[src/rtl/chorus_tap_scheduler.sv]
// Chorus tap scheduler: shares one single-port stereo delay RAM across NUM_TAPS modulated taps.
// Define CHORUS_DRY_MIX_EN to emit a 50/50 mix of the latched dry input and the wet average.
module chorus_tap_scheduler #(
    parameter int unsigned DATA_WIDTH = 16,
    parameter int unsigned ADDR_WIDTH = 12,
    parameter int unsigned NUM_TAPS   = 4,
    parameter int unsigned OFFS_WIDTH = 9,
    parameter int unsigned BASE_DELAY = 480
) (
    input  logic                           clk,
    input  logic                           rst,
    input  logic                           sample_tick,
    input  logic [DATA_WIDTH-1:0]          audio_right_in,
    input  logic [DATA_WIDTH-1:0]          audio_left_in,
    input  logic [NUM_TAPS*OFFS_WIDTH-1:0] tap_offsets,
    output logic [ADDR_WIDTH-1:0]          mem_addr,
    output logic                           mem_we,
    output logic [2*DATA_WIDTH-1:0]        mem_wdata,
    input  logic [2*DATA_WIDTH-1:0]        mem_rdata,
    output logic [DATA_WIDTH-1:0]          audio_right_out,
    output logic [DATA_WIDTH-1:0]          audio_left_out,
    output logic                           out_valid,
    output logic                           busy,
    output logic                           overrun
);
    localparam int unsigned TapW = $clog2(NUM_TAPS);
    localparam int unsigned AccW = DATA_WIDTH + TapW;
    localparam logic [ADDR_WIDTH-1:0] BaseAddr = ADDR_WIDTH'(BASE_DELAY);

    typedef enum logic [2:0] {StIdle, StWrite, StRead, StDrain, StOutput} state_e;

    state_e                        state_q, state_d;
    logic [ADDR_WIDTH-1:0]         wr_ptr_q, wr_ptr_d;
    logic [ADDR_WIDTH-1:0]         wr_addr_q, wr_addr_d;
    logic [TapW-1:0]               tap_q, tap_d;
    logic [NUM_TAPS*OFFS_WIDTH-1:0] offs_q, offs_d;
    logic signed [AccW-1:0]        acc_l_q, acc_l_d, acc_r_q, acc_r_d;
    logic                          rd_valid_q, rd_valid_d;
    logic [ADDR_WIDTH-1:0]         mem_addr_q, mem_addr_d;
    logic                          mem_we_q, mem_we_d;
    logic [2*DATA_WIDTH-1:0]       mem_wdata_q, mem_wdata_d;
    logic [DATA_WIDTH-1:0]         out_l_q, out_l_d, out_r_q, out_r_d;
    logic                          out_valid_q, out_valid_d;
    logic                          busy_q, busy_d;
    logic                          overrun_q, overrun_d;

    logic [OFFS_WIDTH-1:0]         offs_arr [NUM_TAPS];
    logic [TapW-1:0]               tap_nxt;
    logic [ADDR_WIDTH-1:0]         tap_addr;
    logic [DATA_WIDTH-1:0]         rd_l, rd_r;
    logic signed [DATA_WIDTH-1:0]  wet_l, wet_r;

    for (genvar g = 0; g < NUM_TAPS; g++) begin : g_offs
        assign offs_arr[g] = offs_q[g*OFFS_WIDTH +: OFFS_WIDTH];
    end

    assign rd_l = mem_rdata[2*DATA_WIDTH-1:DATA_WIDTH];
    assign rd_r = mem_rdata[DATA_WIDTH-1:0];

`ifdef CHORUS_DRY_MIX_EN
    logic [DATA_WIDTH-1:0]        dry_l, dry_r;
    logic signed [DATA_WIDTH:0]   mix_l, mix_r;
    // The written word still holds the dry sample of the sequence in flight.
    assign dry_l = mem_wdata_q[2*DATA_WIDTH-1:DATA_WIDTH];
    assign dry_r = mem_wdata_q[DATA_WIDTH-1:0];
`endif

    always_comb begin
        state_d     = state_q;
        wr_ptr_d    = wr_ptr_q;
        wr_addr_d   = wr_addr_q;
        tap_d       = tap_q;
        offs_d      = offs_q;
        acc_l_d     = acc_l_q;
        acc_r_d     = acc_r_q;
        rd_valid_d  = 1'b0;
        mem_addr_d  = mem_addr_q;
        mem_we_d    = 1'b0;
        mem_wdata_d = mem_wdata_q;
        out_l_d     = out_l_q;
        out_r_d     = out_r_q;
        out_valid_d = 1'b0;
        overrun_d   = overrun_q;

        // Read data lags its address by one cycle.
        if (rd_valid_q) begin
            acc_l_d = acc_l_q + {{TapW{rd_l[DATA_WIDTH-1]}}, rd_l};
            acc_r_d = acc_r_q + {{TapW{rd_r[DATA_WIDTH-1]}}, rd_r};
        end

        tap_nxt  = (state_q == StWrite) ? '0 : tap_q + 1'b1;
        tap_addr = wr_addr_q - BaseAddr - ADDR_WIDTH'(offs_arr[tap_nxt]);
        wet_l    = DATA_WIDTH'(acc_l_d >>> TapW);
        wet_r    = DATA_WIDTH'(acc_r_d >>> TapW);
`ifdef CHORUS_DRY_MIX_EN
        mix_l    = {dry_l[DATA_WIDTH-1], dry_l} + {wet_l[DATA_WIDTH-1], wet_l};
        mix_r    = {dry_r[DATA_WIDTH-1], dry_r} + {wet_r[DATA_WIDTH-1], wet_r};
`endif

        unique case (state_q)
            StIdle: begin
                if (sample_tick) begin
                    offs_d      = tap_offsets;
                    wr_addr_d   = wr_ptr_q;
                    mem_addr_d  = wr_ptr_q;
                    mem_we_d    = 1'b1;
                    mem_wdata_d = {audio_left_in, audio_right_in};
                    state_d     = StWrite;
                end
            end
            StWrite: begin
                acc_l_d    = '0;
                acc_r_d    = '0;
                wr_ptr_d   = wr_ptr_q + 1'b1;
                tap_d      = '0;
                mem_addr_d = tap_addr;
                state_d    = StRead;
            end
            StRead: begin
                rd_valid_d = 1'b1;
                if (tap_q == TapW'(NUM_TAPS - 1)) begin
                    state_d = StDrain;
                end else begin
                    tap_d      = tap_nxt;
                    mem_addr_d = tap_addr;
                end
            end
            StDrain: begin
`ifdef CHORUS_DRY_MIX_EN
                out_l_d = DATA_WIDTH'(mix_l >>> 1);
                out_r_d = DATA_WIDTH'(mix_r >>> 1);
`else
                out_l_d = wet_l;
                out_r_d = wet_r;
`endif
                out_valid_d = 1'b1;
                state_d     = StOutput;
            end
            StOutput: state_d = StIdle;
            default:  state_d = StIdle;
        endcase

        if (sample_tick && (state_q != StIdle)) begin
            overrun_d = 1'b1;
        end
        busy_d = (state_d != StIdle);
    end

    always_ff @(posedge clk or posedge rst) begin
        if (rst) begin
            state_q     <= StIdle;
            wr_ptr_q    <= '0;
            wr_addr_q   <= '0;
            tap_q       <= '0;
            offs_q      <= '0;
            acc_l_q     <= '0;
            acc_r_q     <= '0;
            rd_valid_q  <= 1'b0;
            mem_addr_q  <= '0;
            mem_we_q    <= 1'b0;
            mem_wdata_q <= '0;
            out_l_q     <= '0;
            out_r_q     <= '0;
            out_valid_q <= 1'b0;
            busy_q      <= 1'b0;
            overrun_q   <= 1'b0;
        end else begin
            state_q     <= state_d;
            wr_ptr_q    <= wr_ptr_d;
            wr_addr_q   <= wr_addr_d;
            tap_q       <= tap_d;
            offs_q      <= offs_d;
            acc_l_q     <= acc_l_d;
            acc_r_q     <= acc_r_d;
            rd_valid_q  <= rd_valid_d;
            mem_addr_q  <= mem_addr_d;
            mem_we_q    <= mem_we_d;
            mem_wdata_q <= mem_wdata_d;
            out_l_q     <= out_l_d;
            out_r_q     <= out_r_d;
            out_valid_q <= out_valid_d;
            busy_q      <= busy_d;
            overrun_q   <= overrun_d;
        end
    end

    assign mem_addr        = mem_addr_q;
    assign mem_we          = mem_we_q;
    assign mem_wdata       = mem_wdata_q;
    assign audio_left_out  = out_l_q;
    assign audio_right_out = out_r_q;
    assign out_valid       = out_valid_q;
    assign busy            = busy_q;
    assign overrun         = overrun_q;
endmodule

[config.mk]
export PLATFORM = sky130hd
export DESIGN_NAME = chorus_tap_scheduler
export DESIGN_NICKNAME = d
export VERILOG_FILES = /design/src/rtl/chorus_tap_scheduler.sv
export SDC_FILE = /design/constraint.sdc
export NUM_CORES = 1
export LEC_CHECK = 0
export ABC_AREA = 1
export CORE_MARGIN = 2
export CORE_UTILIZATION = 50
export CTS_CLUSTER_DIAMETER = 200
export DETAILED_ROUTE_END_ITERATION = 10
export PLACE_DENSITY = 0.79
export SLEW_MARGIN = 20
export SYNTH_ARGS = -nofsm -noshare
export SYNTH_HDL_FRONTEND = slang
export SYNTH_SLANG_ARGS = --single-unit
[constraint.sdc]
create_clock -name clk -period 12.1 [get_ports clk]
set_input_delay 2.42 -clock clk [delete_from_list [all_inputs] [get_ports clk]]
set_output_delay 2.42 -clock clk [all_outputs]
set_load 0.01 [all_outputs]
== Yosys cells after proc, flatten, opt, wreduce, memory -nomap -nowiden ==
Index checks and enable logic that the tools add are counted.

* $add $sub $neg: 6
* Order comparisons: 1
* Eq/ne operators: 6
* Muxes and demuxes: 20
* Bitwise logic cells: 1
* Reductions and logical operators: 10

{| class="wikitable"
|+ Operators with widths
! kind !! number
|-
| 18-bit 2-to-1 mux || 4
|-
| 18-bit adder || 2
|-
| 12-bit case mux with 3 select lines || 1
|-
| 12-bit 2-to-1 mux || 2
|-
| 9-bit binary-select mux with 2-bit select || 1
|-
| 9-bit 2-to-1 mux || 2
|-
| 12-bit by 1-bit adder with 12-bit output, second input constant || 1
|-
| 3-bit case mux with 4 select lines || 1
|-
| 12-bit by 9-bit subtractor with 12-bit output || 1
|-
| 12-bit by 9-bit subtractor with 12-bit output, second input constant || 1
|-
| 3-bit nonzero test || 3
|-
| 3-bit by 2-bit == test with 1-bit output, second input constant || 2
|-
| 3-bit 2-to-1 mux || 2
|-
| 1-bit 2-to-1 mux || 4
|-
| 2-bit 2-to-1 mux || 2
|-
| 2-bit inequality test, second input constant || 2
|-
| 2-bit case mux with 2 select lines || 1
|-
| 2-bit AND reduction || 2
|-
| 2-bit nonzero test || 2
|-
| 3-bit by 1-bit == test with 1-bit output, second input constant || 1
|-
| 3-bit greater-or-equal comparator, second input constant || 1
|-
| 3-bit zero test || 1
|-
| 2-bit inverter with 3-bit output || 1
|-
| 3-bit AND reduction || 1
|-
| 3 further kinds || 3
|}

* Register bits after elaboration: 182
* Bits of input ports: 103

== Depth between registers and ports, before layout ==
* Word-level depth: 9
* Depth in mapped cells: 22
* Depth with buffers taken out: 21

== Least setup slack after synthesis ==
OpenSTA, ideal clock, no wires.

* Path type: input to register
* Start: input port mem_rdata[16]
* End: register out_l_q[12], in the netlist audio_left_out[12]
* Setup time: 118 ps
* Arrival time: 3,776 ps
* Required time: 11,982 ps
* Path slack: 8,206 ps
* Stages on the path: 11
* Path through: ha_1 -> inv_1 -> fa_1 -> o21ai_1 -> nand2_1 -> nand2_1 -> nand2_1 -> nand3_1 -> nand3_1 -> nand3_1 -> nand2_1

* Longest elaborated chain between the ends: 2

{| class="wikitable"
|+ Ends and longest elaborated chain
! what !! line !! source
|-
| from (decl) || 19 || <nowiki>input logic [2*DATA_WIDTH-1:0] mem_rdata,</nowiki>
|-
| 18-bit adder || 87 || <nowiki>acc_l_d = acc_l_q + {{TapW{rd_l[DATA_WIDTH-1]}}, rd_l};</nowiki>
|-
| 18-bit 2-to-1 mux || 86 || <nowiki>if (rd_valid_q) begin</nowiki>
|-
| to (signal assigned) || 179 || <nowiki>out_l_q <= out_l_d;</nowiki>
|-
| to (decl) || 42 || <nowiki>logic [DATA_WIDTH-1:0] out_l_q, out_l_d, out_r_q, out_r_d;</nowiki>
|}

Every way passes these cells. The select of a mux whose other input is x is not followed.
A chain may end at the register's enable or synchronous reset.

== Final worst setup path ==
* Start: input port sample_tick
* End: register wr_addr_q[7]

* Longest elaborated chain between the ends: 1

{| class="wikitable"
|+ Ends and longest elaborated chain
! what !! line !! source
|-
| from (decl) || 12 || <nowiki>input logic sample_tick,</nowiki>
|-
| 2-bit AND reduction (no source line) || n/a ||
|-
| to (signal assigned) || 170 || <nowiki>wr_addr_q <= wr_addr_d;</nowiki>
|-
| to (decl) || 34 || <nowiki>logic [ADDR_WIDTH-1:0] wr_addr_q, wr_addr_d;</nowiki>
|}

Every way passes these cells.

==> metrics.cfg <==
[clocking]
post-cts-setup-buffers=0
clk_latency_ps=440
cts_root_buf=clkbuf_16
cts_max_path_buffers=2
clkTransAtPathRegs_ps=70
cts_resized=0
holdBufCountCts=0
cts_buffers=17
cts_tree=yes
cts-htree-levels=4
cts.sinks=182

[yosys]
ys_seq_area_frac=0.457
synth-edff-count=0
synth_nets=1467
syn_area_per_cell_um2=7.62
synth_area_mm2=0.00996
ys_seq_elements=182
synth.distinct_cells=36
synthCells=1307
yosysWarnings=0
synthArstFlopShare=1.00
ys.flop_type=dfrtp_1

[grt]
antenna_found_initial=0
grt_usage=0.234
grt_max_degree=117
grt_pass1_vias=8481
grt_pass1_wl_mm=40.7
grt_overflow=0

[timing]
hold_viol_final=0
worst_pin_slew_ps=819
finalSetupTns_ps=0
fin_ws_ps=7660
max_freq_mhz=225
period_minus_slack_ps=4440
finalSetupViolations=0
max_slew_margin=0.454
post-route-period-util=0.367
skew_ps=10.1
slew_viol_final=0
rsz0062_at_grt=false

[power]
vdd_drop_max_mv=0.135
clockPowerShare=0.150
comb_power_share=0.552
swShare=0.448
p_per_area_mw_per_mm2=287
p_leak_uw=0.00642
seq_power_share=0.298
power_switching_uw=1610
intPower_uw=1990

[worst_setup_path]
start_kind=input pin
cp.required_ps=12390
r2r_setup_slack_ps=8020
crit_slowest_cell=buf_4
critPathBufInv=5
cp_top_family=buffers and inverters
r2r_end=mem_addr[7]
r2r-start=state_q[2]
ff2ff_path_depth=19
worst_path_most_repeated_cell=buf_4
cp-end-kind=flip-flop
crit_type=in2reg
cp.arrival_ps=4740
crit_fanout=82
slowest_delay_ps=600
path_cells=clkdlybuf4s50_1, inv_1, nor2_4, buf_4, inv_2, buf_4, nand2_1, o21ai_1

[finish]
layout-drive-gt1-share=0.0519
layout_common_cells=nand2_1, clkdlybuf4s50_1, dfrtp_1, inv_1, nand3_1
area_growth_pct=26.1
final_common_cell=nand2_1
diodes=0
final_cell_area_mm2=0.0126
fillers=1736
layout.nets=1632

[worst_hold_path]
holdPathEnd=mem_wdata[28]
hold_depth=2
min_from=mem_wdata[28]
hold_class=reg2reg

[die]
fp-row-count=51
die_w_um=145
core_mm2=0.0195
start_util=0.510
die_height_um=145
dieArea_mm2=0.0211
io-pin-count=183

[placed_design]
pre_cts_ws_ps=7220
hpwlAfterDp_mm=17.4
place_area_mm2=0.0120
globalplace.congestion=0.882
port-buffer-count=182

[route]
num_vias=8851
vias_per_cell=5.06
drc_errors=0
drt-initial-drc-count=574
drt-wirelength-per-cell_um=13.8
drt_wl_total_mm=24.2
dr.pass1.iters=6
ant_nets=0

[status]
status=finished, final reports clean

[job]
drv_cap=0

==> layer usage <==
layer	share of wire	track usage
met5	0	0
met4	0.014	0.0529
met3	0.060	0.0487
met2	0.47	0.397
met1	0.45	0.310
==> cell usage after synthesis (3+ instances only) <==
cell,number,area [um2]
a21oi_1,50,250
a22o_1,4,35.0
a31oi_1,9,56.3
and2_1,3,18.8
buf_1,3,11.3
buf_2,7,35.0
clkbuf_1,30,113
dfrtp_1,182,4550
fa_1,3,60.1
ha_1,54,676
inv_1,116,435
inv_2,8,30.0
nand2_1,516,1940
nand3_1,95,475
nand4_1,3,18.8
nor2_1,72,270
nor2_4,4,45.0
nor3_1,13,65.1
nor3_2,3,30.0
o211ai_1,8,60.1
o21ai_0,38,190
o21ai_1,22,110
o22ai_1,9,56.3
or2_2,19,119
xnor2_1,11,96.3
xor2_1,11,96.3
==> worst register-to-register path, delay by kind of cell, from the launching register on <==
| family | cells | cell delay (ps) |
|---|---|---|
| flip-flops | 1 | 450 |
| AND/OR/NAND/NOR | 8 | 1110 |
| AO/OA/AOI/OAI | 4 | 510 |
| buffers and inverters | 4 | 1080 |
| adder cells (fa/ha/maj) | 3 | 870 |
==> registers in the layout (all words and copies together), names as in the netlist, 2 cells and up <==
| register | count |
|---|---|
| state_q | 3 |
| acc_r_q | 18 |
| audio_left_out | 16 |
| tap_q | 2 |
| mem_wdata | 32 |
| audio_right_out | 16 |
| wr_ptr_q | 12 |
| offs_q | 36 |
| acc_l_q | 18 |
| wr_addr_q | 12 |
| mem_addr | 12 |
==> cell families after synthesis <==
group / after synthesis / synth area share
flip-flops: 182 / 0.457
buffers and inverters: 165 / 0.0634
AND/OR/NAND/NOR: 733 / 0.303
adder cells (fa/ha/maj): 57 / 0.0739
AO/OA/AOI/OAI: 148 / 0.0828
XOR/XNOR: 22 / 0.0193
==> layout make-up <==
type | count | area [um2] | area share
clock buffers | 20 | 457 | 0.0364
clock inverters | 12 | 109 | 0.00867
inverters | 124 | 473 | 0.0377
multi-input cells | 960 | 4770 | 0.380
flip-flops and latches | 182 | 4560 | 0.363
well taps | 265 | 332 | 0.0264
repair buffers | 187 | 1860 | 0.148
==> how the worst max path moves through the flow <==
| stage | from | end | slack, ps | cells past startpoint |
|---|---|---|---|---|
| after floorplan | rst | acc_l_q[0] | 4740 | 1 |
| after global placement | sample_tick | wr_addr_q[8] | 7280 | 8 |
| after detailed placement | sample_tick | wr_addr_q[3] | 7220 | 8 |
| after CTS | sample_tick | wr_addr_q[7] | 7630 | 8 |
| after global routing | sample_tick | wr_addr_q[7] | 7420 | 8 |
| final | sample_tick | wr_addr_q[7] | 7660 | 8 |
==> metrics by stage <==
step | instances | power, uW | utilization | hold slack (ps)
finish | 1750 | 3600 | 0.643 | 472
CTS | 1750 | 3620 | 0.643 | 476
floorplan | 1307 | 2420 | - | 442
detailed placement | 1718 | 3070 | 0.614 | 457
global placement | 1718 | 3020 | 0.614 | 446
global route | 1750 | 3950 | 0.643 | 501
==> power groups by stage <==
| stage | Clock (uW) | Combinational [uW] | Sequential (uW) |
|---|---|---|---|
| floorplan | 0 | 1340 | 1080 |
| global placement | 0 | 1940 | 1080 |
| detailed placement | 0 | 1990 | 1080 |
| CTS | 548 | 2000 | 1070 |
| global route | 573 | 2270 | 1110 |
| finish | 539 | 1990 | 1070 |
(Power assumes the default switching activity.)
